`src/rtl/qrs_pkg.sv`:
```
// Shared types and helpers for the streaming adaptive-threshold QRS detector.
package qrs_pkg;

  typedef enum logic [1:0] {
    ST_SEARCH  = 2'd0,
    ST_PEAK    = 2'd1,
    ST_REFRACT = 2'd2
  } qrs_state_t;

  function automatic int clog2(input int v);
    int r;
    r = 0;
    for (int i = 0; i < 31; i++) begin
      if ((1 << i) < v) r = i + 1;
    end
    return r;
  endfunction

  // Unsigned add clamped to max_v; operands are zero-extended by the caller.
  function automatic logic [31:0] sat_add(input logic [31:0] a,
                                          input logic [31:0] b,
                                          input logic [31:0] max_v);
    logic [32:0] s;
    s = {1'b0, a} + {1'b0, b};
    return (s > {1'b0, max_v}) ? max_v : s[31:0];
  endfunction

endpackage

```
`src/rtl/qrs_adaptive_detector_if.sv`:
```
// Sample-in / detection-out bundle for qrs_adaptive_detector.
// Handshake: no back-pressure; every cycle with in_valid=1 consumes in_data, and
// qrs_valid is a one-cycle pulse that qualifies qrs_amp and qrs_searchback.
interface qrs_adaptive_detector_if
  import qrs_pkg::*;
#(
  parameter int DATA_W = 16
);
  logic              in_valid;
  logic [DATA_W-1:0] in_data;
  logic [DATA_W-1:0] init_level;
  logic              qrs_valid;
  logic [DATA_W-1:0] qrs_amp;
  logic              qrs_searchback;
  logic [DATA_W-1:0] threshold;
  logic              sb_active;
  qrs_state_t        dbg_state;

  modport master (
    output in_valid, in_data, init_level,
    input  qrs_valid, qrs_amp, qrs_searchback, threshold, sb_active, dbg_state
  );

  modport slave (
    input  in_valid, in_data, init_level,
    output qrs_valid, qrs_amp, qrs_searchback, threshold, sb_active, dbg_state
  );
endinterface

```
`src/rtl/qrs_peak_ring.sv`:
```
// Ring of the last NPEAK detected peak amplitudes with a running sum and mean.
module qrs_peak_ring
  import qrs_pkg::*;
#(
  parameter int DATA_W = 16,
  parameter int NPEAK  = 4
) (
  input  logic              clk,
  input  logic              rst,
  input  logic [DATA_W-1:0] init_level,
  input  logic              push,
  input  logic [DATA_W-1:0] push_data,
  output logic [DATA_W-1:0] mean
);
  localparam int LOG   = clog2(NPEAK);
  localparam int SUM_W = DATA_W + LOG;

  logic [DATA_W-1:0] r_ring [NPEAK];
  logic [SUM_W-1:0]  r_sum;
  logic [LOG-1:0]    r_ptr;

  // The sum is kept exact, so the mean is a plain shift with no divider.
  always_ff @(posedge clk) begin
    if (rst) begin
      for (int i = 0; i < NPEAK; i++) r_ring[i] <= init_level;
      r_sum <= SUM_W'(init_level) << LOG;
      r_ptr <= '0;
    end else if (push) begin
      r_sum         <= r_sum - SUM_W'(r_ring[r_ptr]) + SUM_W'(push_data);
      r_ring[r_ptr] <= push_data;
      r_ptr         <= r_ptr + LOG'(1);
    end
  end

  assign mean = r_sum[SUM_W-1:LOG];

endmodule

```
`src/rtl/qrs_adaptive_detector.sv`:
```
// Streaming QRS detector: adaptive ring-mean threshold, peak tracking,
// refractory blanking, search-back threshold halving and peak-width timeout.
module qrs_adaptive_detector
  import qrs_pkg::*;
#(
  parameter int DATA_W   = 16,
  parameter int NPEAK    = 4,
  parameter int BIAS     = 8,
  parameter int REFRACT  = 50,
  parameter int SB_LIMIT = 300,
  parameter int MAXW     = 40,
  parameter int CNT_W    = 12
) (
  input logic                    clk,
  input logic                    rst,
  qrs_adaptive_detector_if.slave bus
);
  localparam logic [DATA_W-1:0] DATA_MAX   = '1;
  localparam logic [CNT_W-1:0]  CNT_MAX    = '1;
  localparam logic [CNT_W-1:0]  L_REFRACT  = CNT_W'(REFRACT);
  localparam logic [CNT_W-1:0]  L_SB_LIMIT = CNT_W'(SB_LIMIT);
  localparam logic [CNT_W-1:0]  L_MAXW     = CNT_W'(MAXW);

  qrs_state_t        r_state;
  logic [CNT_W-1:0]  r_since;
  logic [CNT_W-1:0]  r_refr;
  logic [CNT_W-1:0]  r_len;
  logic [DATA_W-1:0] r_max;
  logic [DATA_W-1:0] r_thr_lat;
  logic              r_pk_sb;
  logic              r_sb;
  logic              r_qv;
  logic [DATA_W-1:0] r_qamp;
  logic              r_qsb;

  logic [DATA_W-1:0] w_mean;
  logic [DATA_W-1:0] w_lambda1;
  logic [DATA_W-1:0] w_threshold;
  logic [DATA_W-1:0] w_new_max;
  logic [CNT_W-1:0]  w_len_next;
  logic [CNT_W-1:0]  w_since_inc;
  logic [CNT_W-1:0]  w_refr_inc;
  logic              w_peak_end;

  qrs_peak_ring #(
    .DATA_W(DATA_W),
    .NPEAK (NPEAK)
  ) u_ring (
    .clk       (clk),
    .rst       (rst),
    .init_level(bus.init_level),
    .push      (w_peak_end),
    .push_data (w_new_max),
    .mean      (w_mean)
  );

  assign w_lambda1   = DATA_W'(sat_add(32'(w_mean), 32'(BIAS), 32'(DATA_MAX)));
  assign w_threshold = r_sb ? (w_lambda1 >> 1) : w_lambda1;

  assign w_new_max   = (bus.in_data > r_max) ? bus.in_data : r_max;
  assign w_len_next  = r_len + CNT_W'(1);
  assign w_since_inc = (r_since == CNT_MAX) ? r_since : r_since + CNT_W'(1);
  assign w_refr_inc  = r_refr + CNT_W'(1);
  // The ending sample itself still contributes to the peak maximum.
  assign w_peak_end  = bus.in_valid && (r_state == ST_PEAK) &&
                       ((bus.in_data <= r_thr_lat) || (w_len_next >= L_MAXW));

  always_ff @(posedge clk) begin
    if (rst) begin
      r_state   <= ST_SEARCH;
      r_since   <= '0;
      r_refr    <= '0;
      r_len     <= '0;
      r_max     <= '0;
      r_thr_lat <= '0;
      r_pk_sb   <= 1'b0;
      r_sb      <= 1'b0;
      r_qv      <= 1'b0;
      r_qamp    <= '0;
      r_qsb     <= 1'b0;
    end else begin
      r_qv <= 1'b0;
      if (bus.in_valid) begin
        case (r_state)
          ST_SEARCH: begin
            if (bus.in_data > w_threshold) begin
              r_state   <= ST_PEAK;
              r_max     <= bus.in_data;
              r_thr_lat <= w_threshold;
              r_pk_sb   <= r_sb;
              r_len     <= CNT_W'(1);
            end else begin
              r_since <= w_since_inc;
              if (w_since_inc >= L_SB_LIMIT) r_sb <= 1'b1;
            end
          end
          ST_PEAK: begin
            r_max <= w_new_max;
            r_len <= w_len_next;
            if (w_peak_end) begin
              r_qv    <= 1'b1;
              r_qamp  <= w_new_max;
              r_qsb   <= r_pk_sb;
              r_sb    <= 1'b0;
              r_since <= '0;
              r_refr  <= '0;
              r_state <= ST_REFRACT;
            end
          end
          ST_REFRACT: begin
            r_refr  <= w_refr_inc;
            r_since <= w_since_inc;
            if (w_refr_inc >= L_REFRACT) r_state <= ST_SEARCH;
          end
          default: r_state <= ST_SEARCH;
        endcase
      end
    end
  end

  assign bus.qrs_valid      = r_qv;
  assign bus.qrs_amp        = r_qamp;
  assign bus.qrs_searchback = r_qsb;
  assign bus.threshold      = w_threshold;
  assign bus.sb_active      = r_sb;
  assign bus.dbg_state      = r_state;

endmodule
```
`src/flat_wrapper.sv`:
```
// flat-port wrapper written by rule: the top's interface ports become plain ports
module qrs_adaptive_detector_flat import qrs_pkg::*;
#(
  parameter int DATA_W   = 16,
  parameter int NPEAK    = 4,
  parameter int BIAS     = 8,
  parameter int REFRACT  = 50,
  parameter int SB_LIMIT = 300,
  parameter int MAXW     = 40,
  parameter int CNT_W    = 12
)
  (clk, rst, bus_in_valid, bus_in_data, bus_init_level, bus_qrs_valid, bus_qrs_amp, bus_qrs_searchback, bus_threshold, bus_sb_active, bus_dbg_state);
  qrs_adaptive_detector_if #(.DATA_W(DATA_W)) bus_i ();
  input logic clk;
  input logic rst;
  input wire logic [$bits(bus_i.in_valid)-1:0] bus_in_valid;
  input wire logic [$bits(bus_i.in_data)-1:0] bus_in_data;
  input wire logic [$bits(bus_i.init_level)-1:0] bus_init_level;
  output wire logic [$bits(bus_i.qrs_valid)-1:0] bus_qrs_valid;
  output wire logic [$bits(bus_i.qrs_amp)-1:0] bus_qrs_amp;
  output wire logic [$bits(bus_i.qrs_searchback)-1:0] bus_qrs_searchback;
  output wire logic [$bits(bus_i.threshold)-1:0] bus_threshold;
  output wire logic [$bits(bus_i.sb_active)-1:0] bus_sb_active;
  output wire logic [$bits(bus_i.dbg_state)-1:0] bus_dbg_state;
  assign bus_i.in_valid = bus_in_valid;
  assign bus_i.in_data = bus_in_data;
  assign bus_i.init_level = bus_init_level;
  assign bus_qrs_valid = bus_i.qrs_valid;
  assign bus_qrs_amp = bus_i.qrs_amp;
  assign bus_qrs_searchback = bus_i.qrs_searchback;
  assign bus_threshold = bus_i.threshold;
  assign bus_sb_active = bus_i.sb_active;
  assign bus_dbg_state = bus_i.dbg_state;
  qrs_adaptive_detector #(.DATA_W(DATA_W), .NPEAK(NPEAK), .BIAS(BIAS), .REFRACT(REFRACT), .SB_LIMIT(SB_LIMIT), .MAXW(MAXW), .CNT_W(CNT_W)) u_core (.clk(clk), .rst(rst), .bus(bus_i));
endmodule
```
`config.mk`:
```
export PLATFORM = sky130hd
export DESIGN_NAME = qrs_adaptive_detector_flat
export DESIGN_NICKNAME = d
export VERILOG_FILES = /design/src/rtl/qrs_pkg.sv /design/src/rtl/qrs_adaptive_detector_if.sv /design/src/rtl/qrs_peak_ring.sv /design/src/rtl/qrs_adaptive_detector.sv /design/src/flat_wrapper.sv
export SDC_FILE = /design/constraint.sdc
export NUM_CORES = 1
export LEC_CHECK = 0
export ABC_AREA = 1
export CORE_MARGIN = 8
export CORE_UTILIZATION = 55
export CTS_CLUSTER_SIZE = 16
export DETAILED_ROUTE_END_ITERATION = 10
export PLACE_DENSITY = 0.86
export SLEW_MARGIN = 40
export SYNTH_ARGS = -nofsm -noshare
export SYNTH_HDL_FRONTEND = slang
export SYNTH_SLANG_ARGS = --single-unit
```
`constraint.sdc`:
```
create_clock -name clk -period 7.8 [get_ports clk]
set_input_delay 1.17 -clock clk [delete_from_list [all_inputs] [get_ports clk]]
set_output_delay 1.17 -clock clk [all_outputs]
set_load 0.1 [all_outputs]
```
Word level (Yosys, flattened, before mapping). Memory sizes are Yosys's and may differ from the RTL's. A register that Yosys moved wholly into a read port is not among the register bits. Index checks and enable logic that the tools add are counted.

Add/sub/neg operators: 7. Order comparisons: 7. Equal/unequal tests: 8. Mux-type cells: 32. Bitwise logic cells: 2. Reductions and logical operators: 17.

Operators with widths (count): 16-bit two-way mux (5); 12-bit two-way mux (4); 12-bit case mux with 2 select lines (2); 12-bit by 1-bit adder with 12-bit output (second input constant) (3); 18-bit two-way mux (2); 12-bit case mux with 3 select lines (1); 16-bit > comparator (2); 16-bit case mux with 2 select lines (1); 12-bit by 6-bit >= comparator with 1-bit output (second input constant) (2); 18-bit by 16-bit adder with 18-bit output (1); 18-bit by 16-bit subtractor with 18-bit output (1); 16-bit by 4-bit adder with 17-bit output (second input constant) (1); 17-bit by 16-bit > comparator with 1-bit output (second input constant) (1); 16-bit less-or-equal comparator (1); 16-bit OR reduction (1); 12-bit equality test (second input constant) (1); 12-bit by 9-bit >= comparator with 1-bit output (second input constant) (1); 2-bit two-way mux (6); 3-bit AND reduction (4); 1-bit two-way mux (9); 4-bit AND reduction (2); 2-bit by 1-bit inequality test with 1-bit output (second input constant) (3); 2-bit case mux with 3 select lines (1); 2-bit nonzero test (3); other kinds (12) (15).

Bits in registers: 110. Memory bits (writable): 64. Input bits: 35. Output and inout port bits: 37. Logic and storage cells: 88. Memories kept: 1.

Memories: u_core.u_ring.r_ring (words 4, width 16, rd ports 1, clocked after Yosys merged registers in 1, wr ports 4, RTL line qrs_peak_ring.sv:18) `logic [DATA_W-1:0] r_ring [NPEAK];`.

Longest topological paths before layout.
Depth in word-level cells: 9. Mapped depth: 30. Gate-level depth less buffers: 28.

Cells and area by module. From an unflattened synthesis, not the netlist that was laid out.

Cell total of the unflattened synthesis: 1743. Area total of the unflattened synthesis: 12475.7 µm².

By module, submodules not included: qrs_adaptive_detector (times used 1, cells each 1067, area an instance 6810.3 µm², sequential area each 1801.7 µm²); qrs_peak_ring (times used 1, cells each 676, area an instance 5665.4 µm², sequential area each 2522.4 µm²).

Least setup slack after synthesis. OpenSTA, ideal clock, no wires.

Path kind: input to register. From: input port bus_in_data[15]. To: register u_core.u_ring.r_sum[10], data pin. Setup time: 0.262 ns. Arrival: 4.426 ns. Required time: 7.538 ns. Path slack: 3.113 ns. Stages on the path: 23. Buffers on the path: 1. Cells stage by stage: ha_1 > nand2_1 > inv_1 > nand2_1 > nor3_1 > nand2_1 > nand2_1 > nand2_1 > buf_4 > nand2_1 > nand2_1 > fa_1 > inv_1 > fa_1 > o21ai_0 > nand3_1 > nand2_1 > nand2_1 > nand2_1 > nand2_1 > nand2_1 > xnor2_1 > o21ai_0.

Longest elaborated chain between the ends: 5.

RTL lines: start: declaration (RTL line flat_wrapper.sv:17) `input wire logic [$bits(bus_i.in_data)-1:0] bus_in_data;`; 16-bit > comparator (RTL line qrs_adaptive_detector.sv:60) `assign w_new_max = (bus.in_data > r_max) ? bus.in_data : r_max;`; 16-bit two-way mux (RTL line qrs_adaptive_detector.sv:60); net u_core.u_ring.push_data[1] (RTL line qrs_peak_ring.sv:12) `input logic [DATA_W-1:0] push_data,`; 18-bit by 16-bit adder with 18-bit output (RTL line qrs_peak_ring.sv:29) `r_sum <= r_sum - SUM_W'(r_ring[r_ptr]) + SUM_W'(push_data);`; 18-bit two-way mux (RTL line qrs_peak_ring.sv:28) `end else if (push) begin`; 18-bit two-way mux (RTL line qrs_peak_ring.sv:24) `if (rst) begin`; end signal: assignment (RTL line qrs_peak_ring.sv:26) `r_sum <= SUM_W'(init_level) << LOG;`; end signal: assignment (RTL line qrs_peak_ring.sv:29); end: declaration (RTL line qrs_peak_ring.sv:19) `logic [SUM_W-1:0] r_sum;`.

The timed path passes the listed nets, and every way through them passes these cells. The select of a mux whose other input is x is not followed. A chain may end at the register's enable or synchronous reset.

Worst setup path in the final report.
From: input port bus_in_data[9]. To: register u_core.u_ring.r_sum[15], data pin.

Same word-level chain as after synthesis.

==> results.py <==
metrics = {
    "outcome": {
        "status": "finished clean",
    },
    "final_layout": {
        "diodes": 0,
        "finalNonFillerCells": 1940,
        "fin_nets": 1777,
        "nFillCells": 1820,
        "seqCellArea_um2": 4320,
        "multi_input_area_um2": 6590,
        "area_growth_pct": 10.7,
        "layout-drive-gt1-share_pct": 8.71,
        "fin_area_um2": 13000,
    },
    "worst_hold_path": {
        "min-delay-start": "u_core.r_thr_lat[4]$_SDFFE_PP0P_",
        "hold_path.class": "reg -> reg",
    },
    "power": {
        "leakagePower_nw": 5.85,
        "vdd_drop_max_uv": 177,
        "p_comb_share_pct": 34.5,
        "internal-power_mw": 1.78,
        "swShare_pct": 39.4,
        "power_density_nw_per_um2": 227,
        "switching_power_mw": 1.16,
        "seqPwrFrac_pct": 36.6,
        "pwr-share-clk_pct": 28.9,
    },
    "worst_setup_path": {
        "critPathKind": "in -> reg",
        "required_ns": 7.99,
        "cp-startpoint": "bus_in_data[9]",
        "cp-endpoint": "u_core.u_ring.r_sum[15]$_DFFE_PP_",
        "crit_path_end_kind": "flop",
        "cp-start-kind": "input pin",
        "r2r_cells": 21,
        "cp_common_cell": "nand2_1",
        "max_stage_delay_ns": 0.68,
        "cpMaxStageDelayCell": "nand2_1",
        "r2r_slack_ns": 2.91,
        "r2r_start": "u_core.r_max[15]$_SDFFE_PP0P_",
        "cp_cell_sequence": "clkdlybuf4s50_1 > ha_1 > nand2_1 > nor3_1 > nand3_1 > nand2_1 > nand2_1 > nand2_1 > fa_1 > ha_1 > nand2_1 > o21ai_0 > nor2_1 > o21ai_0 > nand4_1 > nand2_1 > nand2_1 > nand2_1 > o21ai_1",
        "worst_ep_arrival_time_ns": 6.00,
        "cp_max_fo": 17,
        "r2r_end": "u_core.u_ring.r_sum[15]$_DFFE_PP_",
    },
    "placement": {
        "placed_cells": 1907,
        "routabilityCongestion": 0.924,
        "hpwl_mm": 23.2,
        "port_buffers": 71,
        "place_area_um2": 12400,
        "dp_slack_ns": 1.70,
    },
    "clock_tree": {
        "cts_setup_buffers": 0,
        "holdBufCountCts": 0,
        "cts-resized-gates": 0,
        "cts_buffer_depth": 2,
        "cts_root_buffer": "clkbuf_16",
        "clkTransAtPathRegs_ns": 0.08,
        "cts_buffers": 17,
        "clk_latency_ns": 0.44,
        "cts_tree": "done",
        "h-tree-depth": 4,
        "clock_sinks": 176,
    },
    "global_routing": {
        "grt_pass1_wl_mm": 51.8,
        "met3_usage_pct": 4.86,
        "grt_overflow_total": 0,
        "grt_max_degree": 55,
        "grt_usage_pct": 24.3,
        "gr-max-usage-layer": "met2",
        "grt_pass1_vias": 10400,
        "use_met2_pct": 38.1,
        "antenna_found_initial": 0,
        "grt_util_met1_pct": 32.8,
    },
    "detailed_routing": {
        "drc_errors": 0,
        "drt-pass1-iter-count": 6,
        "postRouteAntennaNets": 0,
        "totalWireLength_mm": 31.8,
        "routedWlPerCell_um": 16.4,
        "via_per_inst": 5.75,
        "dr.first_iter.drc_count": 1303,
        "vias": 11200,
    },
    "floorplan": {
        "die_x_um": 162,
        "io_pins": 72,
        "die-area_um2": 26200,
        "rows": 53,
        "die_h_um": 162,
        "start_util_pct": 55.9,
        "core_um2": 21000,
    },
    "timing": {
        "slew_headroom_pct": 39.9,
        "worst_slew_pin_slew_ns": 0.901,
        "skew_ns": 0.0147,
        "fin_ws_ns": 1.99,
        "setup_tns_ns": 0,
        "hold_slack_ns": 0.456,
        "setup_viol": 0,
        "finalCriticalPeriod_ns": 5.81,
        "max_freq_mhz": 172,
        "hold_viol": 0,
        "finalCritPeriodShare_pct": 74.5,
        "rsz0062_at_grt": "no",
        "drv_slew": 0,
    },
    "synth": {
        "synth_seq_cells": 176,
        "syn-num-nets": 1738,
        "synth_common_cells": "nand2_1, inv_1, nand3_1",
        "synthCells": 1613,
        "avgSynthCellArea_um2": 7.26,
        "synth-edff-count": 80,
        "yosysTopAreaCell": "edfxtp_1",
        "yosysMostFrequentCell": "nand2_1",
        "ys_warn_count": 0,
        "synth_top_cell_area_share_pct": 20.5,
        "syn-cell-area_um2": 11700,
        "ys_types": 44,
        "seq_area_frac_synth_pct": 36.9,
        "synthTopCellsByArea": "edfxtp_1, nand2_1, dfxtp_1",
        "synthArstFlopShare_pct": 0,
        "synth_flop_cell": "dfxtp_1",
    },
    "run": {
        "drv_cap": 0,
    },
}
[final cells by class]
| type | count | area share (%) |
|---|---|---|
| Inverter | 144 | 4.17 |
| Timing Repair Buffer | 79 | 4.51 |
| Clock buffer | 18 | 3.31 |
| Sequential cell | 176 | 33.4 |
| Clock inverter | 14 | 1.20 |
| Tap cell | 275 | 2.65 |
| Multi-Input combinational cell | 1234 | 50.8 |
[routing by layer]
metal | vias to the layer above | wire, µm
met5 | - | 0
met1 | 5137 | 13600
met2 | 560 | 14300
li1 | 5406 | -
met3 | 50 | 3240
met4 | 0 | 657
[cell families (layout without fill, tap and decap cells)]
kind of cell / Yosys count / in the layout / synth area share, %
AOI/OAI and AO/OA: 216 / 216 / 10.1
xor gates and xnor gates: 28 / 28 / 2.09
adders and majority gates: 90 / 90 / 10.6
buffers and inverters: 203 / 255 / 6.96
DFF: 176 / 176 / 36.9
muxes: 1 / 1 / 0.0855
and+or+nand+nor: 899 / 899 / 33.2
[how the worst min path moves through the flow]
| stage | slack, ns | cells past startpoint | endpoint |
|---|---|---|---|
| finish | 0.46 | 2 | u_core.r_thr_lat[4]$_SDFFE_PP0P_ |
| global route | 0.47 | 2 | u_core.r_thr_lat[1]$_SDFFE_PP0P_ |
| global placement | 0.44 | 2 | u_core.r_thr_lat[4]$_SDFFE_PP0P_ |
| detailed placement | 0.44 | 2 | u_core.r_thr_lat[1]$_SDFFE_PP0P_ |
| CTS | 0.46 | 2 | u_core.r_thr_lat[7]$_SDFFE_PP0P_ |
| floorplan | 0.43 | 2 | u_core.r_thr_lat[1]$_SDFFE_PP0P_ |
[through the flow]
stage	util, %	power [mW]
global route	61.9	3.09
detailed placement	59.0	2.08
floorplan	-	1.84
global placement	59.8	2.08
CTS	61.8	2.93
finish	61.9	2.94
[power by group through the flow]
stage	Clock (mW)	Sequential [mW]	Combinational, mW
floorplan	0	1.11	0.738
global placement	0	1.09	0.985
detailed placement	0	1.09	0.991
CTS	0.853	1.07	1.00
global route	0.888	1.08	1.12
finish	0.851	1.08	1.02
[worst max-delay path: cells and delay by family]
family	cells	cell delay (ns)
simple gates	12	2.44
fa+ha+maj	3	1.20
compound gates	3	0.61
buf+inv	1	0.56
[layout by cell type, fill, tap and decap left out, drive strengths merged]
master         count
clkdlybuf4s50     33
o21a               2
o31ai              2
nor3              12
a32o              15
nand2            587
mux2i              1
xor2              17
nand4             45
clkbuf            18
dfxtp             96
and2               1
edfxtp            80
o21bai             3
o21ai             71
nand3            133
inv              154
a211oi             1
nand3b             3
a31oi              1
clkinv             4
nor2             101
nor3b              1
xnor2             11
buf               46
ha                74
fa                16
o22ai              1
a31o               1
a21o               2
a21oi            117
or2               16
[state kept, by name, indices dropped and copies added, names as in the netlist, named ones only]
signal and cells:
u_core.bus.qrs_amp 16, u_core.r_pk_sb 1, u_core.u_ring.r_ring 64, u_core.u_ring.r_ptr 2, u_core.r_refr 12, u_core.bus.sb_active 1, u_core.bus.dbg_state 2, u_core.r_max 16
u_core.r_thr_lat 16, u_core.bus.qrs_valid 1, u_core.r_len 12, u_core.bus.qrs_searchback 1, u_core.r_since 12, u_core.u_ring.r_sum 18
No activity file was read; power rests on OpenSTA's default activity.
